`src/rtl/fifo_write_arbiter_if.sv`:
```
// Producer/FIFO-side bundle for fifo_write_arbiter: requests, packed words, grants and FIFO write port.
interface fifo_write_arbiter_if #(
  parameter int unsigned N_REQ = 4,
  parameter int unsigned M     = 5
);
  localparam int unsigned IDW = (N_REQ > 1) ? $clog2(N_REQ) : 1;

  logic [N_REQ-1:0]       req;
  logic [N_REQ*(M+1)-1:0] data_in;
  logic [N_REQ-1:0]       gnt;
  logic                   fifo_full;
  logic                   fifo_write_enable;
  logic [M:0]             fifo_data;
  logic [IDW-1:0]         grant_id;
  logic                   locked;

  modport master (
    output req, data_in, fifo_full,
    input  gnt, fifo_write_enable, fifo_data, grant_id, locked
  );

  modport slave (
    input  req, data_in, fifo_full,
    output gnt, fifo_write_enable, fifo_data, grant_id, locked
  );
endinterface

```
`src/rtl/fifo_write_arbiter.sv`:
```
// Round-robin arbiter sharing one synchronous-FIFO write port among N_REQ producers.
// Define FIFO_ARB_BURST_EN to let a winner hold the port for up to BURST_LEN beats.
module fifo_write_arbiter #(
  parameter int unsigned N_REQ     = 4,
  parameter int unsigned M         = 5,
  parameter int unsigned BURST_LEN = 4
) (
  input  logic                clk,
  input  logic                srst,
  fifo_write_arbiter_if.slave bus
);
  localparam int unsigned W   = M + 1;
  localparam int unsigned IDW = (N_REQ > 1) ? $clog2(N_REQ) : 1;

  logic [IDW-1:0]   ptr_q;
  logic [IDW-1:0]   grant_id_q;
  logic [N_REQ-1:0] req_eff_c;
  logic [N_REQ-1:0] gnt_c;
  logic [IDW-1:0]   win_c;
  logic             found_c;
  logic             beat_c;
  logic             locked_c;
  int unsigned      idx_c;

  function automatic logic [IDW-1:0] ptr_after(input logic [IDW-1:0] x);
    return (32'(x) == N_REQ - 1) ? '0 : x + IDW'(1);
  endfunction

`ifdef FIFO_ARB_BURST_EN
  localparam int unsigned CW = 8;

  typedef enum logic {IDLE, OWN} state_e;

  state_e         state_q;
  logic [IDW-1:0] owner_q;
  logic [CW-1:0]  cnt_q;

  // While a burst is held, only the owner may compete.
  always_comb begin
    req_eff_c = bus.req;
    if (state_q == OWN) req_eff_c = bus.req & (N_REQ'(1) << owner_q);
  end

  assign locked_c = (state_q == OWN);

  always_ff @(posedge clk) begin
    if (srst) begin
      ptr_q      <= '0;
      grant_id_q <= '0;
      state_q    <= IDLE;
      owner_q    <= '0;
      cnt_q      <= '0;
    end else begin
      if (beat_c) grant_id_q <= win_c;
      case (state_q)
        IDLE: begin
          if (beat_c) begin
            if (BURST_LEN > 1) begin
              state_q <= OWN;
              owner_q <= win_c;
              cnt_q   <= CW'(1);
            end else begin
              ptr_q <= ptr_after(win_c);
            end
          end
        end
        OWN: begin
          if (beat_c) begin
            if (cnt_q + CW'(1) == CW'(BURST_LEN)) begin
              state_q <= IDLE;
              cnt_q   <= '0;
              ptr_q   <= ptr_after(owner_q);
            end else begin
              cnt_q <= cnt_q + CW'(1);
            end
          end else if (!bus.req[owner_q]) begin
            // Owner walked away mid-burst: release without granting anyone this cycle.
            state_q <= IDLE;
            cnt_q   <= '0;
            ptr_q   <= ptr_after(owner_q);
          end
        end
        default: state_q <= IDLE;
      endcase
    end
  end
`else
  logic unused_burst_len;

  assign req_eff_c        = bus.req;
  assign locked_c         = 1'b0;
  assign unused_burst_len = ^32'(BURST_LEN);

  always_ff @(posedge clk) begin
    if (srst) begin
      ptr_q      <= '0;
      grant_id_q <= '0;
    end else if (beat_c) begin
      ptr_q      <= ptr_after(win_c);
      grant_id_q <= win_c;
    end
  end
`endif

  // First requester at or after the pointer, wrapping modulo N_REQ.
  always_comb begin
    found_c = 1'b0;
    win_c   = '0;
    idx_c   = 0;
    for (int unsigned k = 0; k < N_REQ; k++) begin
      idx_c = (32'(ptr_q) + k) % N_REQ;
      if (!found_c && req_eff_c[idx_c]) begin
        found_c = 1'b1;
        win_c   = IDW'(idx_c);
      end
    end
  end

  assign gnt_c  = (found_c && !bus.fifo_full) ? (N_REQ'(1) << win_c) : '0;
  assign beat_c = |gnt_c;

  assign bus.gnt               = gnt_c;
  assign bus.fifo_write_enable = beat_c;
  assign bus.fifo_data         = beat_c ? bus.data_in[32'(win_c)*W +: W] : '0;
  assign bus.grant_id          = grant_id_q;
  assign bus.locked            = locked_c;
endmodule

```
`src/flat_wrapper.sv`:
```
// flat-port wrapper written by rule: the top's interface ports become plain ports
module fifo_write_arbiter_flat 
#(
  parameter int unsigned N_REQ     = 4,
  parameter int unsigned M         = 5,
  parameter int unsigned BURST_LEN = 4
)
  (clk, srst, bus_req, bus_data_in, bus_fifo_full, bus_gnt, bus_fifo_write_enable, bus_fifo_data, bus_grant_id, bus_locked);
  fifo_write_arbiter_if #(.N_REQ(N_REQ), .M(M)) bus_i ();
  input  logic clk;
  input  logic srst;
  input wire logic [$bits(bus_i.req)-1:0] bus_req;
  input wire logic [$bits(bus_i.data_in)-1:0] bus_data_in;
  input wire logic [$bits(bus_i.fifo_full)-1:0] bus_fifo_full;
  output wire logic [$bits(bus_i.gnt)-1:0] bus_gnt;
  output wire logic [$bits(bus_i.fifo_write_enable)-1:0] bus_fifo_write_enable;
  output wire logic [$bits(bus_i.fifo_data)-1:0] bus_fifo_data;
  output wire logic [$bits(bus_i.grant_id)-1:0] bus_grant_id;
  output wire logic [$bits(bus_i.locked)-1:0] bus_locked;
  assign bus_i.req = bus_req;
  assign bus_i.data_in = bus_data_in;
  assign bus_i.fifo_full = bus_fifo_full;
  assign bus_gnt = bus_i.gnt;
  assign bus_fifo_write_enable = bus_i.fifo_write_enable;
  assign bus_fifo_data = bus_i.fifo_data;
  assign bus_grant_id = bus_i.grant_id;
  assign bus_locked = bus_i.locked;
  fifo_write_arbiter #(.N_REQ(N_REQ), .M(M), .BURST_LEN(BURST_LEN)) u_core (.clk(clk), .srst(srst), .bus(bus_i));
endmodule
```
`config.mk`:
```
export PLATFORM = sky130hd
export DESIGN_NAME = fifo_write_arbiter_flat
export DESIGN_NICKNAME = d
export VERILOG_FILES = /design/src/rtl/fifo_write_arbiter_if.sv /design/src/rtl/fifo_write_arbiter.sv /design/src/flat_wrapper.sv
export SDC_FILE = /design/constraint.sdc
export NUM_CORES = 1
export LEC_CHECK = 0
export CAP_MARGIN = 40
export CORE_MARGIN = 1.5
export CORE_UTILIZATION = 32
export DETAILED_ROUTE_END_ITERATION = 7
export HOLD_SLACK_MARGIN = 0.05
export PLACE_DENSITY_LB_ADDON = 0.2
export SETUP_SLACK_MARGIN = 0.15
export SLEW_MARGIN = 20
export SYNTH_ARGS = -nofsm -noshare
export SYNTH_HDL_FRONTEND = slang
export SYNTH_SLANG_ARGS = --single-unit
```
`constraint.sdc`:
```
create_clock -name clk -period 4.49 [get_ports clk]
set_input_delay 1.1225 -clock clk [delete_from_list [all_inputs] [get_ports clk]]
set_output_delay 1.1225 -clock clk [all_outputs]
set_load 0.02 [all_outputs]
```
Yosys cells after proc, flatten, opt, wreduce, memory -nomap -nowiden
Cells that the tools add are included.
Widths: inputs -> output; s select.
{"block": "word_totals", "in_bits": 31, "register_bits": 4, "out_inout_bits": 14, "wordCells": 42}
{"block": "op_classes", "muxes": 19, "magnitude_cmp": 4, "shifts": 2, "mul": 1, "n_eq_ne": 1, "add_sub_neg": 4, "reduce_logical": 9}
{"operator": "$shiftx 24x6->6", "n": 1}
{"operator": "$lt 2x3->1 const B", "n": 4}
{"operator": "$mux 2", "n": 5}
{"operator": "$bmux 1 s2", "n": 4}
{"operator": "$mux 1", "n": 8}
{"operator": "$mux 6", "n": 1}
{"operator": "$add 2x1->2 const B", "n": 2}
{"operator": "$add 2x2->2 const B", "n": 2}
{"operator": "$logic_and 1x1->1", "n": 4}
{"operator": "$logic_not 1->1", "n": 4}
{"operator": "$mul 2x2->4 const B", "n": 1}
{"operator": "$mux 4", "n": 1}
{"operator": "$reduce_or 4->1", "n": 1}
{"operator": "$shl 1x2->4 const A", "n": 1}
{"operator": "$eq 2x2->1 const B", "n": 1}

Depth between registers and ports, before layout
Gate-level depths: netlist of the first run.
{"block": "depth", "ltp_word": 16, "depth_mapped": 9, "mapped_depth_nobuf": 9}

Least setup slack after synthesis of the first run
OpenSTA, ideal clock, no wires.
{"block": "synth_timing", "kind": "input to output", "start": "input bus_req[0]", "end": "output bus_fifo_data[0]", "cell_stages": 9, "required_time_ps": 3368, "path_buffers": 1, "arrival_ps": 3247, "slack_ps": 121, "path_cell_list": "nor2b_1 a2111oi_4 nor2_2 buf_6 ha_1 or2_2 o31a_2 nand2_1 o22ai_1"}
{"block": "synth_between", "elab_chain_cells": 16, "word_cells_on_any_way": 29, "classes_between": "mul: 1; shift: 2; mux: 18; reduce/logical: 8"}
{"item": "from (decl)", "line_no": "flat_wrapper.sv:12", "source": "input wire logic [$bits(bus_i.req)-1:0] bus_req;"}
{"item": "$bmux 1 s2", "line_no": "fifo_write_arbiter.sv:112", "source": "if (!found_c && req_eff_c[idx_c]) begin"}
{"item": "$mux 1 (implied by the code)", "line_no": "fifo_write_arbiter.sv:112"}
{"item": "$mux 1", "line_no": "fifo_write_arbiter.sv:112"}
{"item": "$logic_not 1->1", "line_no": "fifo_write_arbiter.sv:112"}
{"item": "$logic_and 1x1->1", "line_no": "fifo_write_arbiter.sv:112"}
{"item": "$mux 1", "line_no": "fifo_write_arbiter.sv:112"}
{"item": "$logic_not 1->1", "line_no": "fifo_write_arbiter.sv:112"}
{"item": "$logic_and 1x1->1", "line_no": "fifo_write_arbiter.sv:112"}
{"item": "$mux 1", "line_no": "fifo_write_arbiter.sv:112"}
{"item": "$logic_not 1->1", "line_no": "fifo_write_arbiter.sv:112"}
{"item": "$logic_and 1x1->1", "line_no": "fifo_write_arbiter.sv:112"}
{"item": "$mux 2 / $mux 1 (equally long branches)", "line_no": "fifo_write_arbiter.sv:112"}
{"item": "$shl 1x2->4 / $logic_and 1x1->1 (equally long branches)", "line_no": "fifo_write_arbiter.sv:119", "source": "assign gnt_c = (found_c && !bus.fifo_full) ? (N_REQ'(1) << win_c) : '0;"}
{"item": "$mux 4 (*)", "line_no": "fifo_write_arbiter.sv:119"}
{"item": "$reduce_or 4->1 (*)", "line_no": "fifo_write_arbiter.sv:120", "source": "assign beat_c = |gnt_c;"}
{"item": "named net bus_fifo_write_enable", "line_no": "flat_wrapper.sv:16", "source": "output wire logic [$bits(bus_i.fifo_write_enable)-1:0] bus_fifo_write_enable;"}
{"item": "$mux 6 (*)", "line_no": "fifo_write_arbiter.sv:124", "source": "assign bus.fifo_data = beat_c ? bus.data_in[32'(win_c)*W +: W] : '0;"}
{"item": "to (decl)", "line_no": "flat_wrapper.sv:17", "source": "output wire logic [$bits(bus_i.fifo_data)-1:0] bus_fifo_data;"}
Mark *: on every way through the listed nets, which the timed path passes. The rest lies on a longest branch. The select of a mux whose other input is x is not followed.

Worst setup path after layout of the first run
{"block": "layout_timing", "start": "input bus_req[0]", "end": "output bus_fifo_data[0]"}
{"block": "layout_between", "elab_chain_cells": 16, "word_cells_on_any_way": 29, "classes_between": "mul: 1; shift: 2; mux: 18; reduce/logical: 8"}
{"item": "parallel branches: the longest is 15 deep, another holds $bmux 1 s2"}
{"item": "$mux 6 (*)", "line_no": "fifo_write_arbiter.sv:124"}
Every way passes the cells marked *. The select of a mux whose other input is x is not followed.

==> results of run 1 <==
## cell usage in the layout, fill, tap and decap left out, drive strengths merged
cell type	n
a2111oi	1
a21oi	4
and2	3
and2b	1
and3	1
buf	31
clkbuf	6
clkdlybuf4s15	2
clkdlybuf4s50	32
conb	1
dfxtp	4
ha	2
inv	3
mux2i	13
nand2	3
nand2b	1
nor2	7
nor2b	2
nor4b	1
o21ai	2
o22ai	6
o311ai	1
o31a	1
o32ai	1
or2	1
## tightest hold or removal path, cell delays in order, from the launching register on
cell	delay [ps]
dfxtp_1	300
nand2_1	50
a21oi_1	60
## synthesized netlist by cell type
master,instances
inv_2,1
dfxtp_1,4
nor2b_1,2
o22ai_1,6
nor2_1,5
o31a_2,1
nand2b_1,1
or2_2,1
buf_4,1
and2b_4,1
ha_1,2
o21ai_1,2
a2111oi_4,1
and2_1,3
and3_4,1
mux2i_1,13
inv_1,2
buf_6,1
o311ai_2,1
conb_1,1
nand2_1,3
nor4b_4,1
o32ai_4,1
nor2_2,2
a21oi_1,4
## final timing paths
path                                                to  slack, ps  depth (start not counted)
worst max-delay path                  bus_fifo_data[0]        220                         13
worst min-delay path            u_core.bus.grant_id[0]        460                          2
worst max register to register  u_core.bus.grant_id[1]       2200                         10
worst min register to register  u_core.bus.grant_id[0]        460                          2
## registers in the layout, summed over array words and instances, names as in the netlist
name	flops
u_core.ptr_q	2
u_core.bus.grant_id	2
## what timing repair did
item                                    in CTS  in global routing
endpoints found under the setup margin       9                  7
resized for setup                           43                 13
pin swaps                                    3                  6
cloned                                       0                  0
buffers inserted                             8                  3
## final cells by class
cell class / count / area (um2) / area share, %
Clock buffer: 3 / 22.52 / 1.869
Inverter: 3 / 11.26 / 0.9346
Timing Repair Buffer: 68 / 588.1 / 48.81
Multi-Input combinational cell: 52 / 483.0 / 40.08
Sequential cell: 4 / 80.08 / 6.646
Tap cell: 16 / 20.02 / 1.661
## metal layers
metal  GRT usage [%]  share of wire (%)
met3           5.714                5.6
met4           3.636                1.1
met5               0                  0
met2           44.41                 55
met1           23.95                 38
## cell families (layout without fill, tap and decap cells)
| group | count (synthesis) | in the layout | synth area share [%] |
|---|---|---|---|
| buffers and inverters | 5 | 74 | 5.467 |
| flip-flops | 4 | 4 | 14.58 |
| AND/OR/NAND/NOR | 20 | 20 | 23.92 |
| other | 1 | 1 | 0.6827 |
| multiplexers | 13 | 13 | 23.69 |
| AO/OA/AOI/OAI | 16 | 16 | 27.11 |
| adder cells (fa/ha/maj) | 2 | 2 | 4.555 |
## metrics by stage
step	util (%)	cell area, um2	hold WS [ps]	cells
6_report	77.29	1205	462.6	146
4_1_cts	74.48	1161	467.7	143
2_1_floorplan	-	549.3	526.6	61
3_3_place_gp	69.66	1086	442.4	132
3_5_place_dp	69.66	1086	460.2	132
5_1_grt	77.29	1205	497.2	146
## where the power goes
part	switching [mW]	internal, mW
registers	0.00668	0.0406
logic	0.104	0.138
clock network	0.0148	0.0299
total	0.125	0.209
==> impl_metrics.env, run 1 <==
export IMPL_netlist_instances=61
export IMPL_cts_tree="built"
export IMPL_syn_nets=94
export IMPL_clkTransAtPathRegs_ps=40
export IMPL_first_pass_iters=6
export IMPL_diodes=0
export IMPL_end_kind="output port"
export IMPL_drive_above_1_share_pct=45.38
export IMPL_place_ws_ps=-614.2
export IMPL_fmax_mhz=234.2
export IMPL_vias=736
export IMPL_layout_worst_path_cycle_share_pct=95.08
export IMPL_finalSetupViolCount=0
export IMPL_setup_ws_ps=220.9
export IMPL_drc=1
export IMPL_worst_hold_path_type="flip-flop to flip-flop"
export IMPL_violations="DRC"
export IMPL_cap_violations=0
export IMPL_synth_area_leaders="mux2i_1 (24%), dfxtp_1 (15%), o22ai_1 (6.8%), a2111oi_4 (5.0%), o32ai_4 (5.0%)"
export IMPL_crit_path_top_delay_cell="a2111oi_4"
export IMPL_fp_dieW_um=44.43
export IMPL_routedWlPerCell_um=13.52
export IMPL_p_per_area_nw_per_um2=277.5
export IMPL_path_delay_family="buffers and inverters"
export IMPL_wl_um=1974
export IMPL_cpPeakStageDelay_ps=310
export IMPL_critPathRequiredTime_ps=3370
export IMPL_synth_top_area_share_pct=23.69
export IMPL_postRouteAntennaNets=0
export IMPL_cts_hold_repair_buffers=0
export IMPL_clk_insertion_delay_late_ps=230
export IMPL_antenna_found_initial=0
export IMPL_start_util_pct=35.23
export IMPL_fillers=105
export IMPL_synth_area_per_cell_um2=9.005
export IMPL_dr_first_iter_drc_count=8
export IMPL_ios=45
export IMPL_row_count=14
export IMPL_ys_warn_count=0
export IMPL_yosys_area_top_type="mux2i_1"
export IMPL_power_leakage_nw=0.5522
export IMPL_critPathMaxFanout=6
export IMPL_grt_max_degree=8
export IMPL_avgViaCountPerCell=5.041
export IMPL_outcome="finished with violations"
export IMPL_grt_total_usage_pct=22.52
export IMPL_port_buffers=43
export IMPL_ys_ff_latch=4
export IMPL_fp_coreArea_um2=1559
export IMPL_critPathLaunch="bus_req[0]"
export IMPL_crit_chain="clkdlybuf4s15_2 > nor2b_4 > a2111oi_4 > nor2_2 > buf_4 > buf_4 > buf_4 > buf_4 > buf_4 > buf_4 > mux2i_2 > o22ai_2 > buf_6"
export IMPL_criticalPathCategory="input pin to output port"
export IMPL_irDropWorstVdd_mv=0.2397
export IMPL_grt_pass1_wl_um=3332
export IMPL_die_h_um=44.43
export IMPL_routabilityCongestion=0.7914
export IMPL_numCtsBuffers=3
export IMPL_synth_seq_area_share_pct=14.58
export IMPL_cp_num_buf_inv=8
export IMPL_nNetsFinal=165
export IMPL_finClkSkew_ps=5.304
export IMPL_finalCriticalPeriod_ps=4269
export IMPL_slew_violations=0
export IMPL_finalHoldViolCount=0
export IMPL_syn2layout_area_growth_pct=119.4
export IMPL_htreeDepth=1
export IMPL_grt_pass1_vias=788
export IMPL_die_area_um2=1974
export IMPL_grt_overflow=0
export IMPL_netlist_area_um2=549.3
export IMPL_finalPower_uw=334.3
export IMPL_netlist_cell_type_count=25
export IMPL_cts_sinks=4
export IMPL_cp_common_cell="buf_4"
export IMPL_cp_arrival_ps=3150
export IMPL_setup_tns_ps=0
export IMPL_cts_root_buf="clkbuf_4"
export IMPL_rr_startpoint="u_core.ptr_q[1]"
export IMPL_start_kind="input pin"
export IMPL_clockBufferDepth=2
export IMPL_hpwl_um=1565
export IMPL_min_from="u_core.bus.grant_id[0]"
export IMPL_grt_setup_unrepaired="false"
Power figures use the tool's default switching activity.
==> run 2: changes to the inputs <==
ABC_AREA = 0   (was unset)
CTS_CLUSTER_SIZE = 16   (was unset)
==> results of run 2 <==
The final DEF is identical to that of run 1; final timing and power are the same.
